$ cat src/rtl/mcpu_ctrl_fsm.sv
// Multi-cycle control sequencer for the MIPS-subset CPU (fetch/decode/execute/memory/write-back).
// Build option: define MCPU_MIO_WAIT_EN to honour MIO_ready wait states; otherwise memory is single-cycle.
module mcpu_ctrl_fsm (
  input  logic       clk,
  input  logic       rst,
  input  logic [5:0] OPcode,
  input  logic [5:0] Fun,
  input  logic       zero,
  input  logic       MIO_ready,
  output logic       PCWrite,
  output logic       IorD,
  output logic       MemRead,
  output logic       MemWrite,
  output logic       IRWrite,
  output logic       RegWrite,
  output logic [1:0] RegDst,
  output logic [1:0] MemtoReg,
  output logic [1:0] ALUSrcA,
  output logic [1:0] ALUSrcB,
  output logic       ext_zero,
  output logic [1:0] PCSource,
  output logic [2:0] ALU_Control,
  output logic       CPU_MIO,
  output logic [4:0] state
);

  typedef enum logic [4:0] {
    S_IF       = 5'd0,
    S_ID       = 5'd1,
    S_MEM_ADDR = 5'd2,
    S_MEM_RD   = 5'd3,
    S_LW_WB    = 5'd4,
    S_MEM_WR   = 5'd5,
    S_R_EXE    = 5'd6,
    S_R_WB     = 5'd7,
    S_BR_EXE   = 5'd8,
    S_I_EXE    = 5'd9,
    S_I_WB     = 5'd10,
    S_LUI_WB   = 5'd11,
    S_JMP      = 5'd12,
    S_JAL      = 5'd13,
    S_JR       = 5'd14,
    S_JALR     = 5'd15
  } state_t;

  localparam logic [5:0] OP_RTYPE = 6'b000000;
  localparam logic [5:0] OP_J     = 6'b000010;
  localparam logic [5:0] OP_JAL   = 6'b000011;
  localparam logic [5:0] OP_BEQ   = 6'b000100;
  localparam logic [5:0] OP_BNE   = 6'b000101;
  localparam logic [5:0] OP_ADDI  = 6'b001000;
  localparam logic [5:0] OP_SLTI  = 6'b001010;
  localparam logic [5:0] OP_ANDI  = 6'b001100;
  localparam logic [5:0] OP_ORI   = 6'b001101;
  localparam logic [5:0] OP_XORI  = 6'b001110;
  localparam logic [5:0] OP_LUI   = 6'b001111;
  localparam logic [5:0] OP_LW    = 6'b100011;
  localparam logic [5:0] OP_SW    = 6'b101011;

  localparam logic [5:0] F_SRL  = 6'b000010;
  localparam logic [5:0] F_JR   = 6'b001000;
  localparam logic [5:0] F_JALR = 6'b001001;
  localparam logic [5:0] F_ADD  = 6'b100000;
  localparam logic [5:0] F_SUB  = 6'b100010;
  localparam logic [5:0] F_AND  = 6'b100100;
  localparam logic [5:0] F_OR   = 6'b100101;
  localparam logic [5:0] F_XOR  = 6'b100110;
  localparam logic [5:0] F_NOR  = 6'b100111;
  localparam logic [5:0] F_SLT  = 6'b101010;

  localparam logic [2:0] ALU_AND = 3'b000;
  localparam logic [2:0] ALU_OR  = 3'b001;
  localparam logic [2:0] ALU_ADD = 3'b010;
  localparam logic [2:0] ALU_XOR = 3'b011;
  localparam logic [2:0] ALU_NOR = 3'b100;
  localparam logic [2:0] ALU_SRL = 3'b101;
  localparam logic [2:0] ALU_SUB = 3'b110;
  localparam logic [2:0] ALU_SLT = 3'b111;

  state_t     state_reg;
  state_t     state_next;
  logic       ready;
  logic [2:0] r_alu_op;
  logic       r_valid;
  logic [2:0] i_alu_op;
  logic       i_zero_ext;

`ifdef MCPU_MIO_WAIT_EN
  assign ready = MIO_ready;
`else
  // Single-cycle memory: the handshake is tied off and never stalls.
  logic unused_mio_ready;
  assign unused_mio_ready = MIO_ready;
  assign ready = 1'b1;
`endif

  assign state = state_reg;

  always_ff @(posedge clk) begin
    if (rst) begin
      state_reg <= S_IF;
    end else begin
      state_reg <= state_next;
    end
  end

  always_comb begin
    r_alu_op = ALU_ADD;
    r_valid  = 1'b1;
    case (Fun)
      F_ADD:   r_alu_op = ALU_ADD;
      F_SUB:   r_alu_op = ALU_SUB;
      F_AND:   r_alu_op = ALU_AND;
      F_OR:    r_alu_op = ALU_OR;
      F_XOR:   r_alu_op = ALU_XOR;
      F_NOR:   r_alu_op = ALU_NOR;
      F_SLT:   r_alu_op = ALU_SLT;
      F_SRL:   r_alu_op = ALU_SRL;
      default: r_valid  = 1'b0;
    endcase
  end

  always_comb begin
    i_alu_op   = ALU_ADD;
    i_zero_ext = 1'b0;
    case (OPcode)
      OP_SLTI: i_alu_op = ALU_SLT;
      OP_ANDI: begin i_alu_op = ALU_AND; i_zero_ext = 1'b1; end
      OP_ORI:  begin i_alu_op = ALU_OR;  i_zero_ext = 1'b1; end
      OP_XORI: begin i_alu_op = ALU_XOR; i_zero_ext = 1'b1; end
      default: i_alu_op = ALU_ADD;
    endcase
  end

  always_comb begin
    state_next  = S_IF;
    PCWrite     = 1'b0;
    IorD        = 1'b0;
    MemRead     = 1'b0;
    MemWrite    = 1'b0;
    IRWrite     = 1'b0;
    RegWrite    = 1'b0;
    RegDst      = 2'b00;
    MemtoReg    = 2'b00;
    ALUSrcA     = 2'b00;
    ALUSrcB     = 2'b00;
    ext_zero    = 1'b0;
    PCSource    = 2'b00;
    ALU_Control = ALU_AND;
    CPU_MIO     = 1'b0;
    case (state_reg)
      S_IF: begin
        CPU_MIO     = 1'b1;
        MemRead     = 1'b1;
        ALUSrcB     = 2'b01;
        ALU_Control = ALU_ADD;
        IRWrite     = ready;
        PCWrite     = ready;
        state_next  = ready ? S_ID : S_IF;
      end
      S_ID: begin
        // ALUOut captures PC+4 + (imm<<2) for a possible branch.
        ALUSrcB     = 2'b11;
        ALU_Control = ALU_ADD;
        case (OPcode)
          OP_RTYPE: begin
            if (Fun == F_JR)        state_next = S_JR;
            else if (Fun == F_JALR) state_next = S_JALR;
            else if (r_valid)       state_next = S_R_EXE;
            else                    state_next = S_IF;
          end
          OP_LW, OP_SW:                               state_next = S_MEM_ADDR;
          OP_BEQ, OP_BNE:                             state_next = S_BR_EXE;
          OP_ADDI, OP_SLTI, OP_ANDI, OP_ORI, OP_XORI: state_next = S_I_EXE;
          OP_LUI:                                     state_next = S_LUI_WB;
          OP_J:                                       state_next = S_JMP;
          OP_JAL:                                     state_next = S_JAL;
          default:                                    state_next = S_IF;
        endcase
      end
      S_MEM_ADDR: begin
        ALUSrcA     = 2'b01;
        ALUSrcB     = 2'b10;
        ALU_Control = ALU_ADD;
        state_next  = (OPcode == OP_LW) ? S_MEM_RD : S_MEM_WR;
      end
      S_MEM_RD: begin
        CPU_MIO    = 1'b1;
        MemRead    = 1'b1;
        IorD       = 1'b1;
        state_next = ready ? S_LW_WB : S_MEM_RD;
      end
      S_LW_WB: begin
        RegWrite = 1'b1;
        MemtoReg = 2'b01;
      end
      S_MEM_WR: begin
        CPU_MIO    = 1'b1;
        MemWrite   = 1'b1;
        IorD       = 1'b1;
        state_next = ready ? S_IF : S_MEM_WR;
      end
      S_R_EXE: begin
        ALUSrcA     = (Fun == F_SRL) ? 2'b10 : 2'b01;
        ALU_Control = r_alu_op;
        state_next  = S_R_WB;
      end
      S_R_WB: begin
        RegWrite = 1'b1;
        RegDst   = 2'b01;
      end
      S_BR_EXE: begin
        ALUSrcA     = 2'b01;
        ALU_Control = ALU_SUB;
        PCSource    = 2'b01;
        PCWrite     = (OPcode == OP_BNE) ? ~zero : zero;
      end
      S_I_EXE: begin
        ALUSrcA     = 2'b01;
        ALUSrcB     = 2'b10;
        ALU_Control = i_alu_op;
        ext_zero    = i_zero_ext;
        state_next  = S_I_WB;
      end
      S_I_WB: begin
        RegWrite = 1'b1;
      end
      S_LUI_WB: begin
        RegWrite = 1'b1;
        MemtoReg = 2'b10;
      end
      S_JMP: begin
        PCWrite  = 1'b1;
        PCSource = 2'b10;
      end
      S_JAL: begin
        PCWrite  = 1'b1;
        PCSource = 2'b10;
        RegWrite = 1'b1;
        RegDst   = 2'b10;
        MemtoReg = 2'b11;
      end
      S_JR: begin
        PCWrite  = 1'b1;
        PCSource = 2'b11;
      end
      S_JALR: begin
        PCWrite  = 1'b1;
        PCSource = 2'b11;
        RegWrite = 1'b1;
        RegDst   = 2'b01;
        MemtoReg = 2'b11;
      end
      default: state_next = S_IF;
    endcase

    // Reset silences every strobe in the same cycle, aborting any access.
    if (rst) begin
      PCWrite     = 1'b0;
      IorD        = 1'b0;
      MemRead     = 1'b0;
      MemWrite    = 1'b0;
      IRWrite     = 1'b0;
      RegWrite    = 1'b0;
      RegDst      = 2'b00;
      MemtoReg    = 2'b00;
      ALUSrcA     = 2'b00;
      ALUSrcB     = 2'b00;
      ext_zero    = 1'b0;
      PCSource    = 2'b00;
      ALU_Control = ALU_AND;
      CPU_MIO     = 1'b0;
    end
  end

endmodule

$ cat config.mk
export PLATFORM = sky130hd
export DESIGN_NAME = mcpu_ctrl_fsm
export DESIGN_NICKNAME = d
export VERILOG_FILES = /design/src/rtl/mcpu_ctrl_fsm.sv
export SDC_FILE = /design/constraint.sdc
export NUM_CORES = 1
export LEC_CHECK = 0
export CORE_MARGIN = 2
export CORE_UTILIZATION = 45
export CTS_CLUSTER_SIZE = 20
export DETAILED_ROUTE_END_ITERATION = 10
export GPL_TIMING_DRIVEN = 0
export PLACE_DENSITY = 0.84
export SYNTH_ARGS = -nofsm -noshare
export SYNTH_HDL_FRONTEND = slang
export SYNTH_SLANG_ARGS = --single-unit
$ cat constraint.sdc
create_clock -name clk -period 3.7 [get_ports clk]
set_input_delay 0.74 -clock clk [delete_from_list [all_inputs] [get_ports clk]]
set_output_delay 0.74 -clock clk [all_outputs]
set_load 0.01 [all_outputs]
## Word level (Yosys, flattened, before mapping)

Cells that the tools add are included.

- Equality and inequality tests: 37
- Bitwise gates (word level): 1
- Reductions and logical operators: 19
- Muxes and demuxes: 40

Operators with widths:

| cell | number |
|---|---|
| equality test 6 bit (second input constant) | 9 |
| equality test 6 x 4 -> 1 bit (second input constant) | 8 |
| equality test 5 x 4 -> 1 bit (second input constant) | 8 |
| one-hot mux 5 bit (7 select lines) | 1 |
| one-hot mux 5 bit (6 select lines) | 1 |
| one-hot mux 3 bit (4 select lines) | 2 |
| one-hot mux 3 bit (7 select lines) | 1 |
| equality test 5 x 3 -> 1 bit (second input constant) | 4 |
| equality test 6 x 2 -> 1 bit (second input constant) | 3 |
| 2-to-1 mux 1 bit | 18 |
| one-hot mux 2 bit (3 select lines) | 3 |
| OR reduction 2 bit | 9 |
| equality test 6 x 3 -> 1 bit (second input constant) | 2 |
| 2-to-1 mux 2 bit | 6 |
| OR reduction 3 bit | 4 |
| equality test 5 x 2 -> 1 bit (second input constant) | 2 |
| OR reduction 5 bit | 2 |
| 2-to-1 mux 3 bit | 3 |
| 2-to-1 mux 4 bit | 2 |
| one-hot mux 2 bit (2 select lines) | 2 |
| OR reduction 8 bit | 1 |
| logical NOT 6 bit | 1 |
| OR reduction 6 bit | 1 |
| equality test 5 x 1 -> 1 bit (second input constant) | 1 |
| 3 further kinds | 3 |

- Input bits: 16
- Word-level logic and storage cells: 98
- Bits in registers: 5
- Output and inout port bits: 26

## Depth between registers and ports, before layout

- Depth in word-level cells: 8
- Mapped depth: 5

## Worst setup path before layout

Ideal clock, no wire load.

- Path kind: in2out
- From: input port Fun[0]
- To: output port ALU_Control[0]
- Stages: 4
- Path buffers: 1
- Path slack: 1.131 ns
- Arrival time: 1.829 ns
- Cell sequence: buf_2 -> nor4_1 -> a22oi_1 -> a221oi_1

- Word-level cells in the longest chain between the ends: 4
- Elaborated cells between the ends (all ways): 10
- Classes of those cells: eq/ne (7); mux (3)

RTL lines:

| element | RTL line | text |
|---|---|---|
| from (decl) | 7 | `input logic [5:0] Fun,` |
| equality test 6 x 2 -> 1 bit / equality test 6 bit (equally long branches) | 110 | `case (Fun)` |
| one-hot mux 3 bit (7 select lines) * | 110 |  |
| one-hot mux 3 bit (4 select lines) * | 151 | `case (state_reg)` |
| 2-to-1 mux 3 bit * | 258 | `if (rst) begin` |
| to (decl) | 22 | `output logic [2:0] ALU_Control,` |

Every way passes the cells marked *; elsewhere a longest branch is shown, timed or not.

## Worst setup path in the final report

- From: input port OPcode[4]
- To: output port ALU_Control[2]

- Word-level cells in the longest chain between the ends: 4
- Elaborated cells between the ends (all ways): 7
- Classes of those cells: eq/ne (4); mux (3)

RTL lines:

| element | RTL line | text |
|---|---|---|
| from (decl) | 6 | `input logic [5:0] OPcode,` |
| equality test 6 x 4 -> 1 bit | 126 | `case (OPcode)` |
| one-hot mux 3 bit (4 select lines) * | 126 |  |
| one-hot mux 3 bit (4 select lines) * | 151 |  |
| 2-to-1 mux 3 bit * | 258 |  |

Marked as above.

==> run_results.csv <==
group,metric,value,unit
status,status,"finished clean",
layout,final_area,1420,um2
worst_hold_path,min_path_type,"flop to flop",
sta,fin_crit,3.58,ns
clocking,clock_latency,0.24,ns
critical_path,worst_setup_path_start_kind,"primary input",
clocking,hold_buffers,0,
global_route,grt_pass1_wl,5080,um
logic_synthesis,synthArstFlopShare,0,%
floorplanning,die-width,51.1,um
critical_path,cp_max_fo,7,
logic_synthesis,ys_seq_area_share,8.03,%
floorplanning,num_io_pins,42,
logic_synthesis,yosys-top-cells-count,"nor2_1 (9), nor3_1 (8), nand2_1 (7), nand2b_1 (7)",
critical_path,rr_worst_depth,5,
route,routedWlPerCell,15.0,um
floorplanning,coreArea,2150,um2
route,num_vias,1210,
logic_synthesis,ys_warn_count,0,
global_route,grtUsageTotal,25.3,%
route,routed_wl,3010,um
logic_synthesis,synthTopCellsByArea,"dfxtp_1 (8.0%), buf_6 (4.5%), nand2b_1 (4.4%), nor3_1 (4.0%), nor2b_1 (3.8%)",
global_route,antenna_found_initial,0,
sta,finalHoldViolations,0,
sta,slew_violations,0,
logic_synthesis,synth_area_per_cell,7.39,um2
route,antenna_left,0,
placed_design,placed_area,1380,um2
sta,tns,0,ns
clocking,clockBufferDepth,2,
layout,fillCellCount,188,
floorplanning,initial_core_util,46.4,%
placed_design,dpl.hpwl,2270,um
layout,diodes,0,
critical_path,rr_endpoint,"state[2]",
route,dr.pass1.iters,4,
worst_hold_path,worstHoldEndpoint,"state[0]",
clocking,cts.sinks,4,
power_and_ir_drop,power.density,143,nW/um2
critical_path,cp-end-kind,"output pin",
floorplanning,die_area,2610,um2
power_and_ir_drop,p_leak,0.000490,uW
placed_design,gp_congestion,0.865,
layout,final_nets,191,
logic_synthesis,synth.most_common_cell,"nor2_1",
power_and_ir_drop,peakVddDrop,124,uV
sta,maxSlewHeadroom,63.8,%
clocking,htreeDepth,1,
global_route,grt_pass1_vias,1143,
route,route.detailed.drc,0,
clocking,numCtsBuffers,3,
clocking,path_clk_slew,0.04,ns
route,drt-initial-drc-count,26,
route,routed_via_density,6.02,
global_route,grt_overflow,0,
logic_synthesis,synth_seq_cells,4,
placed_design,port_buffers,35,
layout,syn2layout_area_growth,42.0,%
sta,period_share,96.8,%
logic_synthesis,synth_top_flop_cell,"dfxtp_1",
global_route,grt_max_degree,11,
sta,finClkSkew,0.000558,ns
floorplanning,die_height,51.1,um
worst_hold_path,hold_depth,2,
layout,largest_reg_flops,4,
critical_path,rrSetupSlack,2.10,ns
sta,setup_viol_count_final,0,
job,maxCapViolations,0,
clocking,post_cts_buffers,0,
sta,max_freq,0.279,GHz
critical_path,required,2.96,ns
logic_synthesis,syn_inst,135,
worst_hold_path,min_from,"state[0]",
clocking,cts_tree,"done",
floorplanning,row_count,17,
clocking,cts_resized,0,
layout,layout-drive-gt1-share,17.9,%
clocking,cts-root-buf,"clkbuf_4",
critical_path,cp.arrival,2.84,ns
logic_synthesis,synth_fp_nets,151,
logic_synthesis,synth-edff-count,0,
critical_path,crit_type,"primary input to output pin",
logic_synthesis,syn_area,997,um2
logic_synthesis,synth.largest_area_cell,"dfxtp_1",
logic_synthesis,synth_cell_types,60,
critical_path,worst_r2r_startpoint,"state[1]",
sta,tightestPinTransition,0.536,ns
sta,rsz0062_at_grt,"false",
logic_synthesis,synth.top_cell.area_share,8.03,%
[logic make-up after synthesis]
logic type                synth area share, %
DFF                                      8.03
other                                   0.376
and+or+nand+nor                          46.0
AOI/OAI and AO/OA                        27.6
muxes                                    2.13
buffers and inverters                    12.3
xor gates and xnor gates                 3.51
[placed cells by master, fill, tap and decap left out, types with 2 or more instances in the layout]
cell type and n:
clkbuf_8 2, dlymetal6s2s_1 2, inv_1 5, nor2_1 9, or3b_1 2, o21ai_0 5
a21oi_1 6, o211ai_1 4, and2b_2 3, nor3_1 8, a221oi_1 2, clkdlybuf4s50_1 33
and3_1 2, and2_2 2, a211oi_1 2, nand3b_1 3, buf_4 2, buf_6 4
nand2b_1 7, nand2_1 7, xnor2_1 3, nor2b_1 6, clkbuf_1 3, or2_2 3
clkbuf_4 3, nand4_1 2, dfxtp_1 4, nor4b_1 3, nor4_2 2
[worst max-delay path by stage]
stage	endpoint	start	cells past startpoint	slack [ns]
2_1_floorplan	ALU_Control[0]	Fun[0]	4	1.13
3_3_place_gp	ALU_Control[0]	Fun[2]	6	0.09
3_5_place_dp	ALU_Control[0]	OPcode[3]	6	0.07
4_1_cts	ALU_Control[0]	OPcode[3]	6	0.08
5_1_grt	ALU_Control[0]	OPcode[4]	6	0.02
6_report	ALU_Control[2]	OPcode[4]	6	0.12
[power breakdown]
| group | internal [uW] | total (uW) | switching (uW) |
|---|---|---|---|
| clock | 36.4 | 56.8 | 20.4 |
| combinational | 48.6 | 98.8 | 50.3 |
| sequential | 44.7 | 46.5 | 1.84 |
[per-stage QoR]
step / util [%] / hold slack (ns) / setup slack (ns) / instances / power (uW)
3_3_place_gp: 64.4 / 0.710 / 0.0942 / 198 / 142
2_1_floorplan: - / 0.692 / 1.13 / 135 / 102
6_report: 65.9 / 0.740 / 0.119 / 201 / 202
3_5_place_dp: 64.4 / 0.730 / 0.0689 / 198 / 145
4_1_cts: 65.4 / 0.725 / 0.0785 / 201 / 204
5_1_grt: 65.9 / 0.778 / 0.0154 / 201 / 216
[per-layer routing]
layer	routed length [um]	global-route usage [%]
met3	248	4.39
met1	1260	31.3
met4	48	13.1
met5	0	0
met2	1450	41.8
[layout make-up]
class                   instances  area (um2)  area share [%]
clock buffers                   3        22.5            1.59
repair buffers                 35         355            25.1
multi-input cells             114         801            56.5
inverters                       5        18.8            1.33
well taps                      28        35.0            2.47
flip-flops and latches          4        80.1            5.65
plain buffers                  12         104            7.33
[worst max-delay path, cell delays in order]
cell and delay, ns:
clkdlybuf4s50_1 0.54, or3b_1 0.43, o31ai_1 0.32, nand2_1 0.09
a21oi_1 0.16, clkdlybuf4s50_1 0.56
Power figures use the tool's default switching activity.
